## src/rtl/scff_chain_bist_ctrl_if.sv

```systemverilog
// Control/status and scan-fabric bundle for the scan-chain BIST controller.
// master: test host + fabric (drives start/config/tails); slave: the controller.
interface scff_chain_bist_ctrl_if #(
  parameter int NUM_CHAINS = 4,
  parameter int LEN_W      = 9,
  parameter int ERR_W      = 8
);
  logic                  start;
  logic [LEN_W-1:0]      chain_len;
  logic                  mode_prbs;
  logic [NUM_CHAINS-1:0] sc_tail;
  logic [NUM_CHAINS-1:0] sc_head;
  logic                  test_en;
  logic                  busy;
  logic                  done;
  logic                  pass;
  logic                  cfg_err;
  logic [NUM_CHAINS-1:0] err_mask;
  logic [ERR_W-1:0]      err_count;

  modport master (
    output start, chain_len, mode_prbs, sc_tail,
    input  sc_head, test_en, busy, done,
    input  pass, cfg_err, err_mask, err_count
  );

  modport slave (
    input  start, chain_len, mode_prbs, sc_tail,
    output sc_head, test_en, busy, done,
    output pass, cfg_err, err_mask, err_count
  );
endinterface

```

## src/rtl/scff_chain_bist_ctrl.sv

```systemverilog
// Scan-chain BIST: flush N chains, inject pulse/PRBS-7 at sc_head, check sc_tail.
// Ports: op_clk, Reset (async, active-low), bus (slave). PRBS: SCFF_BIST_PRBS_EN.
module scff_chain_bist_ctrl #(
  parameter int NUM_CHAINS = 4,
  parameter int CHAIN_LEN  = 256,
  parameter int LEN_W      = 9,
  parameter int CHECK_TAIL = 2,
  parameter int ERR_W      = 8
) (
  input logic                  op_clk,
  input logic                  Reset,
  scff_chain_bist_ctrl_if.slave bus
);

  localparam int CNT_W = LEN_W + 1;
  localparam logic [CNT_W-1:0] MAX_L = CNT_W'(CHAIN_LEN);
  localparam logic [CNT_W-1:0] TAIL  = CNT_W'(CHECK_TAIL);

  typedef enum logic [1:0] {
    IDLE,
    FLUSH,
    SHIFT,
    DONE
  } state_t;

  state_t                state_q;
  state_t                state_d;
  logic [LEN_W-1:0]      len_q;
  logic [CNT_W-1:0]      cnt_q;
  logic [CNT_W-1:0]      cnt_d;
  logic [NUM_CHAINS-1:0] head_q;
  logic [NUM_CHAINS-1:0] mask_q;
  logic [ERR_W-1:0]      errc_q;
  logic                  cfg_q;
  logic                  ran_q;

  logic [CNT_W-1:0]      len_ext;
  logic                  len_ok;
  logic                  accept;
  logic                  in_shift;
  logic                  last_flush;
  logic                  last_shift;
  logic                  exp_bit;
  logic                  head_bit_d;
  logic [NUM_CHAINS-1:0] mism;

  assign len_ext    = {1'b0, len_q};
  assign len_ok     = (bus.chain_len != '0) &&
                      ({1'b0, bus.chain_len} <= MAX_L);
  assign accept     = (state_q == IDLE) && bus.start;
  assign in_shift   = (state_q == SHIFT);
  assign last_flush = (cnt_q == len_ext - 1'b1);
  assign last_shift = (cnt_q == len_ext + TAIL);

  // State register
  always_ff @(posedge op_clk or negedge Reset) begin
    if (!Reset) begin
      state_q <= IDLE;
    end else begin
      state_q <= state_d;
    end
  end

  // Next-state logic
  always_comb begin
    state_d = state_q;
    unique case (state_q)
      IDLE: begin
        if (bus.start) state_d = len_ok ? FLUSH : DONE;
      end
      FLUSH: begin
        if (last_flush) state_d = SHIFT;
      end
      SHIFT: begin
        if (last_shift) state_d = DONE;
      end
      DONE: state_d = IDLE;
      default: state_d = IDLE;
    endcase
  end

  // Outputs decoded from state
  always_comb begin
    bus.busy    = (state_q == FLUSH) || (state_q == SHIFT);
    bus.test_en = bus.busy;
    bus.done    = (state_q == DONE);
    bus.pass    = ran_q && (mask_q == '0) && !cfg_q;
  end

  assign bus.sc_head   = head_q;
  assign bus.cfg_err   = cfg_q;
  assign bus.err_mask  = mask_q;
  assign bus.err_count = errc_q;

  // Cycle index within FLUSH/SHIFT; restarts at 0 on each state change.
  always_comb begin
    cnt_d = '0;
    if (bus.busy && (state_d == state_q)) cnt_d = cnt_q + 1'b1;
  end

`ifdef SCFF_BIST_PRBS_EN
  // gen_q drives the head; chk_q is an identical LFSR started L cycles
  // later so it lines up with what a length-L chain returns.
  logic       prbs_q;
  logic [6:0] gen_q;
  logic [6:0] chk_q;

  function automatic logic [6:0] lfsr_step(input logic [6:0] s);
    return {s[5:0], s[6] ^ s[5]};
  endfunction

  always_ff @(posedge op_clk or negedge Reset) begin
    if (!Reset) begin
      prbs_q <= 1'b0;
      gen_q  <= '0;
      chk_q  <= '0;
    end else if (accept) begin
      prbs_q <= bus.mode_prbs;
      gen_q  <= 7'h01;
      chk_q  <= 7'h01;
    end else begin
      if (state_d == SHIFT) gen_q <= lfsr_step(gen_q);
      if (in_shift && (cnt_q >= len_ext)) chk_q <= lfsr_step(chk_q);
    end
  end

  always_comb begin
    if (prbs_q) begin
      exp_bit    = (cnt_q >= len_ext) && chk_q[6];
      head_bit_d = (state_d == SHIFT) && gen_q[6];
    end else begin
      exp_bit    = (cnt_q == len_ext);
      head_bit_d = (state_d == SHIFT) && (cnt_d == '0);
    end
  end
`else
  assign exp_bit    = (cnt_q == len_ext);
  assign head_bit_d = (state_d == SHIFT) && (cnt_d == '0);
`endif

  // X/Z on a tail counts as a mismatch.
  always_comb begin
    mism = '0;
    for (int i = 0; i < NUM_CHAINS; i++) begin
      mism[i] = in_shift && (bus.sc_tail[i] !== exp_bit);
    end
  end

  // Datapath and result registers
  always_ff @(posedge op_clk or negedge Reset) begin
    if (!Reset) begin
      len_q  <= '0;
      cnt_q  <= '0;
      head_q <= '0;
      mask_q <= '0;
      errc_q <= '0;
      cfg_q  <= 1'b0;
      ran_q  <= 1'b0;
    end else begin
      cnt_q  <= cnt_d;
      head_q <= {NUM_CHAINS{head_bit_d}};
      if (accept) begin
        len_q  <= bus.chain_len;
        mask_q <= '0;
        errc_q <= '0;
        cfg_q  <= !len_ok;
        ran_q  <= (state_d == DONE);
      end else begin
        mask_q <= mask_q | mism;
        if ((mism != '0) && (errc_q != {ERR_W{1'b1}})) begin
          errc_q <= errc_q + 1'b1;
        end
        if (state_d == DONE) ran_q <= 1'b1;
      end
    end
  end

endmodule

```

## src/flat_wrapper.sv

```systemverilog
// flat-port wrapper written by rule: the top's interface ports become plain ports
module scff_chain_bist_ctrl_flat 
#(
  parameter int NUM_CHAINS = 4,
  parameter int CHAIN_LEN  = 256,
  parameter int LEN_W      = 9,
  parameter int CHECK_TAIL = 2,
  parameter int ERR_W      = 8
)
  (op_clk, Reset, bus_start, bus_chain_len, bus_mode_prbs, bus_sc_tail, bus_sc_head, bus_test_en, bus_busy, bus_done, bus_pass, bus_cfg_err, bus_err_mask, bus_err_count);
  scff_chain_bist_ctrl_if #(.NUM_CHAINS(NUM_CHAINS), .LEN_W(LEN_W), .ERR_W(ERR_W)) bus_i ();
  input logic op_clk;
  input logic Reset;
  input wire logic [$bits(bus_i.start)-1:0] bus_start;
  input wire logic [$bits(bus_i.chain_len)-1:0] bus_chain_len;
  input wire logic [$bits(bus_i.mode_prbs)-1:0] bus_mode_prbs;
  input wire logic [$bits(bus_i.sc_tail)-1:0] bus_sc_tail;
  output wire logic [$bits(bus_i.sc_head)-1:0] bus_sc_head;
  output wire logic [$bits(bus_i.test_en)-1:0] bus_test_en;
  output wire logic [$bits(bus_i.busy)-1:0] bus_busy;
  output wire logic [$bits(bus_i.done)-1:0] bus_done;
  output wire logic [$bits(bus_i.pass)-1:0] bus_pass;
  output wire logic [$bits(bus_i.cfg_err)-1:0] bus_cfg_err;
  output wire logic [$bits(bus_i.err_mask)-1:0] bus_err_mask;
  output wire logic [$bits(bus_i.err_count)-1:0] bus_err_count;
  assign bus_i.start = bus_start;
  assign bus_i.chain_len = bus_chain_len;
  assign bus_i.mode_prbs = bus_mode_prbs;
  assign bus_i.sc_tail = bus_sc_tail;
  assign bus_sc_head = bus_i.sc_head;
  assign bus_test_en = bus_i.test_en;
  assign bus_busy = bus_i.busy;
  assign bus_done = bus_i.done;
  assign bus_pass = bus_i.pass;
  assign bus_cfg_err = bus_i.cfg_err;
  assign bus_err_mask = bus_i.err_mask;
  assign bus_err_count = bus_i.err_count;
  scff_chain_bist_ctrl #(.NUM_CHAINS(NUM_CHAINS), .CHAIN_LEN(CHAIN_LEN), .LEN_W(LEN_W), .CHECK_TAIL(CHECK_TAIL), .ERR_W(ERR_W)) u_core (.op_clk(op_clk), .Reset(Reset), .bus(bus_i));
endmodule
```

## config.mk

```make
export PLATFORM = sky130hd
export DESIGN_NAME = scff_chain_bist_ctrl_flat
export DESIGN_NICKNAME = d
export VERILOG_FILES = /design/src/rtl/scff_chain_bist_ctrl_if.sv /design/src/rtl/scff_chain_bist_ctrl.sv /design/src/flat_wrapper.sv
export SDC_FILE = /design/constraint.sdc
export NUM_CORES = 1
export LEC_CHECK = 0
export CAP_MARGIN = 25
export CORE_UTILIZATION = 45
export DETAILED_ROUTE_END_ITERATION = 8
export PLACE_DENSITY = 0.79
export SLEW_MARGIN = 15
export SYNTH_ARGS = -nofsm -noshare
export SYNTH_HDL_FRONTEND = slang
export SYNTH_SLANG_ARGS = --single-unit
```

## constraint.sdc

```tcl
create_clock -name op_clk -period 4.15 [get_ports op_clk]
set_input_delay 1.245 -clock op_clk [delete_from_list [all_inputs] [get_ports op_clk]]
set_output_delay 1.245 -clock op_clk [all_outputs]
set_load 0.005 [all_outputs]
```

==> metrics.json, run 1 <==
{
  "post_place_setup_slack": {"value": 0.278, "unit": "ns"},
  "ys_dominant_reg_cell": {"value": "dfrtp_1"},
  "grt_pass1_wl": {"value": 9710, "unit": "um"},
  "period_share": {"value": 85.8, "unit": "%"},
  "synthesis.nets": {"value": 323},
  "post_synth.cell_area_avg": {"value": 8.92, "unit": "um2"},
  "critical_path_peak_fanout": {"value": 10},
  "final_common_cell": {"value": "dfrtp_1"},
  "power_density": {"value": 616, "unit": "nW/um2"},
  "worstSetupPathType": {"value": "primary input to flop"},
  "worst_reg_to_reg_path_cell_count": {"value": 10},
  "root_buffer": {"value": "clkbuf_8"},
  "synth_sequential_area_ratio": {"value": 34.1, "unit": "%"},
  "core-area": {"value": 5570, "unit": "um2"},
  "fmax": {"value": 281, "unit": "MHz"},
  "synth_cell_types": {"value": 54},
  "synthesized_netlist_cell_count": {"value": 296},
  "worst_hold_slack": {"value": 0.513, "unit": "ns"},
  "p_leak": {"value": 1.25, "unit": "nW"},
  "nNetsFinal": {"value": 343},
  "grt_overflow_total": {"value": 0},
  "postCtsResizedCells": {"value": 0},
  "holdCritPathClass": {"value": "flop to flop"},
  "timing.rr.end": {"value": "u_core.cnt_q[8]$_DFF_PN0_"},
  "postCtsSetupBuffers": {"value": 0},
  "numCtsBuffers": {"value": 5},
  "number_of_flops_mapped_to_enable_cells_by_yosys": {"value": 0},
  "die_area": {"value": 6180, "unit": "um2"},
  "die_width": {"value": 78.6, "unit": "um"},
  "cts_sinks": {"value": 36},
  "detailedPlacementHpwl": {"value": 3990, "unit": "um"},
  "initial_utilization": {"value": 47.4, "unit": "%"},
  "period_minus_slack": {"value": 3.56, "unit": "ns"},
  "drt_drc_violations_left": {"value": 0},
  "diodes": {"value": 0},
  "worst_r2r_startpoint": {"value": "u_core.len_q[2]$_DFFE_PN0P_"},
  "rrSetupSlack": {"value": 1.28, "unit": "ns"},
  "antenna_violations_before_repair": {"value": 0},
  "setup_slack": {"value": 0.587, "unit": "ns"},
  "initialDrtViolationCount": {"value": 148},
  "wl_per_cell": {"value": 14.2, "unit": "um"},
  "syn2layout_area_growth": {"value": 13.6, "unit": "%"},
  "final_design_area_no_fill": {"value": 3000, "unit": "um2"},
  "layout.cells.most_common_list": {"value": "36 x dfrtp_1, 35 x clkdlybuf4s50_1, 34 x nand2_1, 24 x xnor2_1, 19 x nor2_1"},
  "cts_tree": {"value": "done"},
  "cts.path.max_buffers": {"value": 2},
  "report.final.setup_viol": {"value": 0},
  "clock_latency": {"value": 0.29, "unit": "ns"},
  "synth.ff_latch_count": {"value": 36},
  "dr.pass1.iters": {"value": 4},
  "start_kind": {"value": "primary input"},
  "maxSlewViolCount": {"value": 0},
  "grt_setup_unrepaired": {"value": "false"},
  "synthesis.yosys.warnings": {"value": 0},
  "tightestPinTransition": {"value": 0.871, "unit": "ns"},
  "clock_skew": {"value": 0.00810, "unit": "ns"},
  "cts-htree-levels": {"value": 2},
  "die_h": {"value": 78.6, "unit": "um"},
  "finalCoreUtilization": {"value": 53.8, "unit": "%"},
  "worst_slew_slack_as_a_fraction_of_its_limit": {"value": 41.9, "unit": "%"},
  "final_layout_size_suffix_gt1_share": {"value": 8.52, "unit": "%"},
  "netlist_area": {"value": 2640, "unit": "um2"},
  "final.setup.tns": {"value": 0, "unit": "ns"},
  "place.gp.congestion": {"value": 0.843},
  "grt_max_degree": {"value": 37},
  "crit_path_end_kind": {"value": "flop"},
  "number_of_global_route_vias_before_repair": {"value": 2069},
  "num_rows": {"value": 27},
  "critical_path_arrival": {"value": 3.78, "unit": "ns"},
  "vias_cell": {"value": 5.42},
  "num-fill-cells": {"value": 516},
  "detail_route.wirelength": {"value": 5510, "unit": "um"},
  "ant_nets": {"value": 0},
  "vdd_ir_drop_max": {"value": 0.328, "unit": "mV"},
  "drv_cap": {"value": 0},
  "buffer_ports.inserted": {"value": 36},
  "multi_input_area": {"value": 1520, "unit": "um2"},
  "cts_hold_buf": {"value": 0},
  "hold_viol": {"value": 0},
  "flip_flop_and_latch_area": {"value": 901, "unit": "um2"},
  "ys_async_rst_share": {"value": 100, "unit": "%"},
  "placed_cell_area": {"value": 2910, "unit": "um2"},
  "overall_via_count_from_detail_route": {"value": 2110},
  "ios": {"value": 38},
  "hp-start": {"value": "u_core.ran_q$_DFFE_PN0P_"},
  "min_delay_path_depth": {"value": 1},
  "cts.clk_slew.worst_paths": {"value": 0.07, "unit": "ns"},
  "worstHoldEndpoint": {"value": "u_core.ran_q$_DFFE_PN0P_"},
  "global_route.usage.total": {"value": 19.7, "unit": "%"},
  "timing.critical_path.required": {"value": 4.37, "unit": "ns"},
  "outcome": {"value": "completed"}
}
-- worst max-delay path by stage --
stage                          start  slack (ns)                              end
floorplan           bus_chain_len[5]        0.86  u_core.bus.sc_head[0]$_DFF_PN0_
global placement    bus_chain_len[1]        0.32        u_core.cnt_q[2]$_DFF_PN0_
detailed placement  bus_chain_len[1]        0.28        u_core.cnt_q[2]$_DFF_PN0_
CTS                 bus_chain_len[1]        0.58        u_core.cnt_q[8]$_DFF_PN0_
global route        bus_chain_len[0]        0.50        u_core.cnt_q[9]$_DFF_PN0_
finish              bus_chain_len[1]        0.59        u_core.cnt_q[8]$_DFF_PN0_
-- sequential cells by signal, indices dropped and copies added (netlist names) --
name,cells
u_core.ran_q,1
u_core.bus.err_mask,4
u_core.bus.err_count,8
u_core.cnt_q,10
u_core.bus.sc_head,1
u_core.len_q,9
u_core.state_q,2
u_core.bus.cfg_err,1
-- cells in the mapped netlist (2+ instances only) --
master | n | area, um2
and3_1 | 3 | 18.8
a21oi_1 | 9 | 45.0
nand3b_1 | 4 | 30.0
nor3_1 | 11 | 55.1
o21ai_0 | 11 | 55.1
nor3b_1 | 2 | 15.0
mux2_2 | 2 | 22.5
o21ai_1 | 3 | 15.0
or4b_1 | 2 | 20.0
nor2_2 | 10 | 62.6
a211o_1 | 2 | 17.5
nand4b_1 | 2 | 17.5
nor4_1 | 8 | 50.1
nor2_1 | 19 | 71.3
inv_1 | 9 | 33.8
o211ai_1 | 2 | 15.0
xor2_1 | 16 | 140
nor2b_1 | 3 | 18.8
o211a_1 | 2 | 20.0
a21o_1 | 2 | 15.0
nand3_1 | 10 | 50.1
nand2b_1 | 2 | 12.5
xnor2_1 | 24 | 210
buf_2 | 2 | 10.0
nand2_1 | 34 | 128
clkbuf_1 | 9 | 33.8
dfrtp_1 | 36 | 901
a31oi_1 | 3 | 18.8
o31ai_1 | 3 | 22.5
clkbuf_8 | 7 | 96.3
or4_1 | 3 | 22.5
buf_4 | 4 | 30.0
nand4_1 | 7 | 43.8
ha_1 | 10 | 125
-- routing by layer --
layer | vias to the layer above | global-route usage [%] | routed length [um]
met1 | 999 | 27.5 | 2770
met5 | - | 0 | 0
met4 | 0 | 6.85 | 95
li1 | 1061 | - | -
met2 | 40 | 30.8 | 2490
met3 | 10 | 3.26 | 161
-- per-stage QoR --
| stage | cells | power, mW |
|---|---|---|
| 2_1_floorplan | 296 | 1.31 |
| 3_3_place_gp | 381 | 1.55 |
| 3_5_place_dp | 381 | 1.58 |
| 4_1_cts | 389 | 1.85 |
| 5_1_grt | 389 | 2.01 |
| 6_report | 389 | 1.85 |
-- final cells by class --
| cell class | count | area share (%) |
|---|---|---|
| clock inverter | 1 | 0.250 |
| timing repair buffer | 37 | 12.1 |
| inverter | 9 | 1.13 |
| sequential | 36 | 30.0 |
| tap | 72 | 3.00 |
| clock buffer | 7 | 2.88 |
| multi-input combinational | 227 | 50.6 |
-- cell families (layout without fill, tap and decap cells) --
| kind of cell | count (synthesis) | count (layout) | synth area share, % |
|---|---|---|---|
| AO/OA/AOI/OAI | 44 | 44 | 11.0 |
| XOR/XNOR | 41 | 41 | 14.1 |
| adder cells (fa/ha/maj) | 10 | 10 | 4.74 |
| buffers and inverters | 33 | 54 | 8.34 |
| flip-flops | 36 | 36 | 34.1 |
| multiplexers | 3 | 3 | 1.23 |
| AND/OR/NAND/NOR | 129 | 129 | 26.4 |
-- power by group --
group	switching, mW	internal [mW]
Clock	0.129	0.135
Sequential	0.172	0.454
Combinational	0.496	0.462
Total	0.797	1.05
-- worst max-delay path, cell delays in order --
cell             delay (ns)
clkdlybuf4s50_1        0.41
or4_1                  0.59
or3_4                  0.38
a41o_1                 0.26
a221oi_2               0.21
o21ai_1                0.10
a211o_1                0.29
buf_4                  0.20
nor2_2                 0.11
(Power assumes the default switching activity.)
==> run 2: changes to the inputs <==
CAP_MARGIN = 20   (was 25)
==> results of run 2 <==
Final layout, timing and power as in run 1 (identical DEF).
==> run 3: changes to the inputs <==
clock period = 3.6 ns   (was 4.15 ns; I/O delays follow)
==> metrics.json, run 3 (synthesis gave the netlist of run 1 again) <==
{
  "drt_drc_violations_left": {"value": 0, "change": "unchanged"},
  "critical_path_arrival": {"value": 3.58, "unit": "ns", "change": "-0.20 ns"},
  "holdCritPathClass": {"value": "flop to flop"},
  "worst_path_largest_cell_delay": {"value": 0.59, "unit": "ns", "change": "about the same"},
  "final-instance-count-excl-fill": {"value": 393, "change": "+1.0%"},
  "cts.clk_slew.worst_paths": {"value": 0.07, "unit": "ns", "change": "about the same"},
  "largest_register": {"value": "u_core.cnt_q"},
  "critical_path_peak_fanout": {"value": 2, "change": "-8"},
  "slowest_stage": {"value": "or4_1"},
  "layout.cells.most_common_list": {"value": "36 x dfrtp_1, 35 x clkdlybuf4s50_1, 34 x nand2_1, 24 x xnor2_1, 19 x nor2_1"},
  "initialDrtViolationCount": {"value": 150, "change": "+1.4%"},
  "cts_sinks": {"value": 36, "change": "unchanged"},
  "clock_latency": {"value": 0.29, "unit": "ns", "change": "about the same"},
  "numCtsBuffers": {"value": 5, "change": "unchanged"},
  "grt_setup_unrepaired": {"value": "false"},
  "final_common_cell": {"value": "dfrtp_1"},
  "period_share": {"value": 94.5, "unit": "%"},
  "fin_total_pwr": {"value": 2.26, "unit": "mW", "change": "+22%"},
  "report.final.setup_viol": {"value": 0, "change": "unchanged"},
  "period_minus_slack": {"value": 3.40, "unit": "ns"},
  "power_density": {"value": 734, "unit": "nW/um2", "change": "+19%"},
  "postCtsResizedCells": {"value": 0, "change": "unchanged"},
  "cts-htree-levels": {"value": 2, "change": "unchanged"},
  "cts_hold_buf": {"value": 0, "change": "unchanged"},
  "place.gp.congestion": {"value": 0.862, "change": "+2.2%"},
  "postCtsSetupBuffers": {"value": 0, "change": "unchanged"},
  "nNetsFinal": {"value": 347, "change": "+1.2%"},
  "setup_slack": {"value": 0.198, "unit": "ns", "change": "-0.389 ns"},
  "hold_viol": {"value": 0, "change": "unchanged"},
  "largest_reg_flops": {"value": 10, "change": "unchanged"},
  "global_route.usage.total": {"value": 19.5, "unit": "%", "change": "-0.22 points"},
  "timing.critical_path.required": {"value": 3.78, "unit": "ns", "change": "-0.59 ns"},
  "rrSetupSlack": {"value": 0.73, "unit": "ns", "change": "-0.55 ns"},
  "cts_tree": {"value": "done"},
  "min_delay_path_depth": {"value": 1, "change": "unchanged"},
  "vdd_ir_drop_max": {"value": 0.462, "unit": "mV", "change": "+41%"},
  "final_layout_size_suffix_gt1_share": {"value": 9.97, "unit": "%", "change": "+1.5 points"},
  "globalRouteMet2Util": {"value": 31.0, "unit": "%", "change": "+0.26 points"},
  "buffer_ports.inserted": {"value": 36, "change": "unchanged"},
  "tightestPinTransition": {"value": 0.797, "unit": "ns", "change": "-0.0737 ns"},
  "post_place_setup_slack": {"value": -0.0936, "unit": "ns", "change": "-0.372 ns"},
  "detailedPlacementHpwl": {"value": 4120, "unit": "um", "change": "+3.2%"},
  "crit_path_cell_trace": {"value": "clkdlybuf4s50_1 > or4_1 > or3_4 > a41o_1 > a221oi_2 > o21ai_1 > a211o_1 > o211a_1"},
  "die_width": {"value": 78.6, "unit": "um", "change": "unchanged"},
  "maxSlewViolCount": {"value": 0, "change": "unchanged"},
  "core-area": {"value": 5570, "unit": "um2", "change": "unchanged"},
  "place.detailed.instances": {"value": 385, "change": "+1.0%"},
  "diodes": {"value": 0, "change": "unchanged"},
  "antenna_violations_before_repair": {"value": 0, "change": "unchanged"},
  "wl_per_cell": {"value": 14.1, "unit": "um", "change": "-0.32%"},
  "crit_path_end_kind": {"value": "flop"},
  "worst_reg_to_reg_path_cell_count": {"value": 10, "change": "unchanged"},
  "grt_pass1_wl": {"value": 9460, "unit": "um", "change": "-2.6%"},
  "grt_max_degree": {"value": 37, "change": "unchanged"},
  "detail_route.wirelength": {"value": 5550, "unit": "um", "change": "+0.71%"},
  "fmax": {"value": 294, "unit": "MHz"},
  "placed_cell_area": {"value": 2950, "unit": "um2", "change": "+1.5%"},
  "clock_skew": {"value": 0.00820, "unit": "ns", "change": "+0.000101 ns"},
  "die_area": {"value": 6180, "unit": "um2", "change": "unchanged"},
  "start_kind": {"value": "primary input"},
  "root_buffer": {"value": "clkbuf_8"},
  "overall_via_count_from_detail_route": {"value": 2124, "change": "+0.66%"},
  "die_h": {"value": 78.6, "unit": "um", "change": "unchanged"},
  "worstSetupPathType": {"value": "primary input to flop"},
  "p_leak": {"value": 1.29, "unit": "nW", "change": "+3.6%"},
  "worst_slew_slack_as_a_fraction_of_its_limit": {"value": 46.9, "unit": "%", "change": "+4.9 points"},
  "drv_cap": {"value": 0, "change": "unchanged"},
  "syn2layout_area_growth": {"value": 16.5, "unit": "%"},
  "outcome": {"value": "completed"},
  "dr.pass1.iters": {"value": 4, "change": "unchanged"},
  "ant_nets": {"value": 0, "change": "unchanged"},
  "cts.path.max_buffers": {"value": 2, "change": "unchanged"},
  "ios": {"value": 38, "change": "unchanged"},
  "vias_cell": {"value": 5.40, "change": "-0.36%"},
  "grt_overflow_total": {"value": 0, "change": "unchanged"},
  "number_of_global_route_vias_before_repair": {"value": 2032, "change": "-1.8%"},
  "grt_most_used_layer": {"value": "met2"},
  "grt.met3_usage": {"value": 2.56, "unit": "%", "change": "-0.70 points"},
  "initial_utilization": {"value": 47.4, "unit": "%", "change": "unchanged"},
  "num_rows": {"value": 27, "change": "unchanged"},
  "grt_met1_usage": {"value": 26.5, "unit": "%", "change": "-1.0 points"},
  "finalCoreUtilization": {"value": 55.2, "unit": "%", "change": "+1.3 points"},
  "final_design_area_no_fill": {"value": 3080, "unit": "um2", "change": "+2.5%"}
}
run 3: worst paths after layout:
path	start	end
worst max-delay path	bus_chain_len[1]	u_core.bus.sc_head[0]$_DFF_PN0_
worst min-delay path	u_core.ran_q$_DFFE_PN0P_	u_core.ran_q$_DFFE_PN0P_
min in group asynchronous	Reset	u_core.len_q[3]$_DFFE_PN0P_
max in group asynchronous	Reset	u_core.len_q[8]$_DFFE_PN0P_
worst max register to register	u_core.len_q[2]$_DFFE_PN0P_	u_core.cnt_q[9]$_DFF_PN0_
worst min register to register	u_core.ran_q$_DFFE_PN0P_	u_core.ran_q$_DFFE_PN0P_
run 3: area by class of cell:
| type | count | area, um2 |
|---|---|---|
| fillers | 498 | 2500 |
| repair buffers | 41 | 405 |
| clock inverters | 1 | 30.0 |
| multi-input cells | 227 | 1520 |
| clock buffers | 7 | 96.3 |
| well taps | 72 | 90.1 |
| flip-flops and latches | 36 | 901 |
| inverters | 9 | 33.8 |
run 3: worst max-delay path: cells and delay by family:
family	cells	cell delay, ns
AND/OR/NAND/NOR	2	0.95
buffers and inverters	1	0.41
AO/OA/AOI/OAI	5	1.14
run 3: power breakdown:
group	leakage [nW]	internal, mW	switching [mW]
sequential	0.471	0.523	0.201
clock	0.0645	0.244	0.150
combinational	0.759	0.566	0.574
run 3: layer usage:
metal  wire [um]  vias up
met5           0        -
met4          93        0
met3         244        9
met2        2620       42
met1        2590     1005
li1            -     1068
run 3: per-stage QoR:
stage                     hold WS, ns  setup TNS (ns)
after floorplan                 0.458               0
after global placement          0.494          -0.381
after detailed placement        0.487          -0.774
after CTS                       0.504               0
after global routing            0.528               0
final                           0.509               0
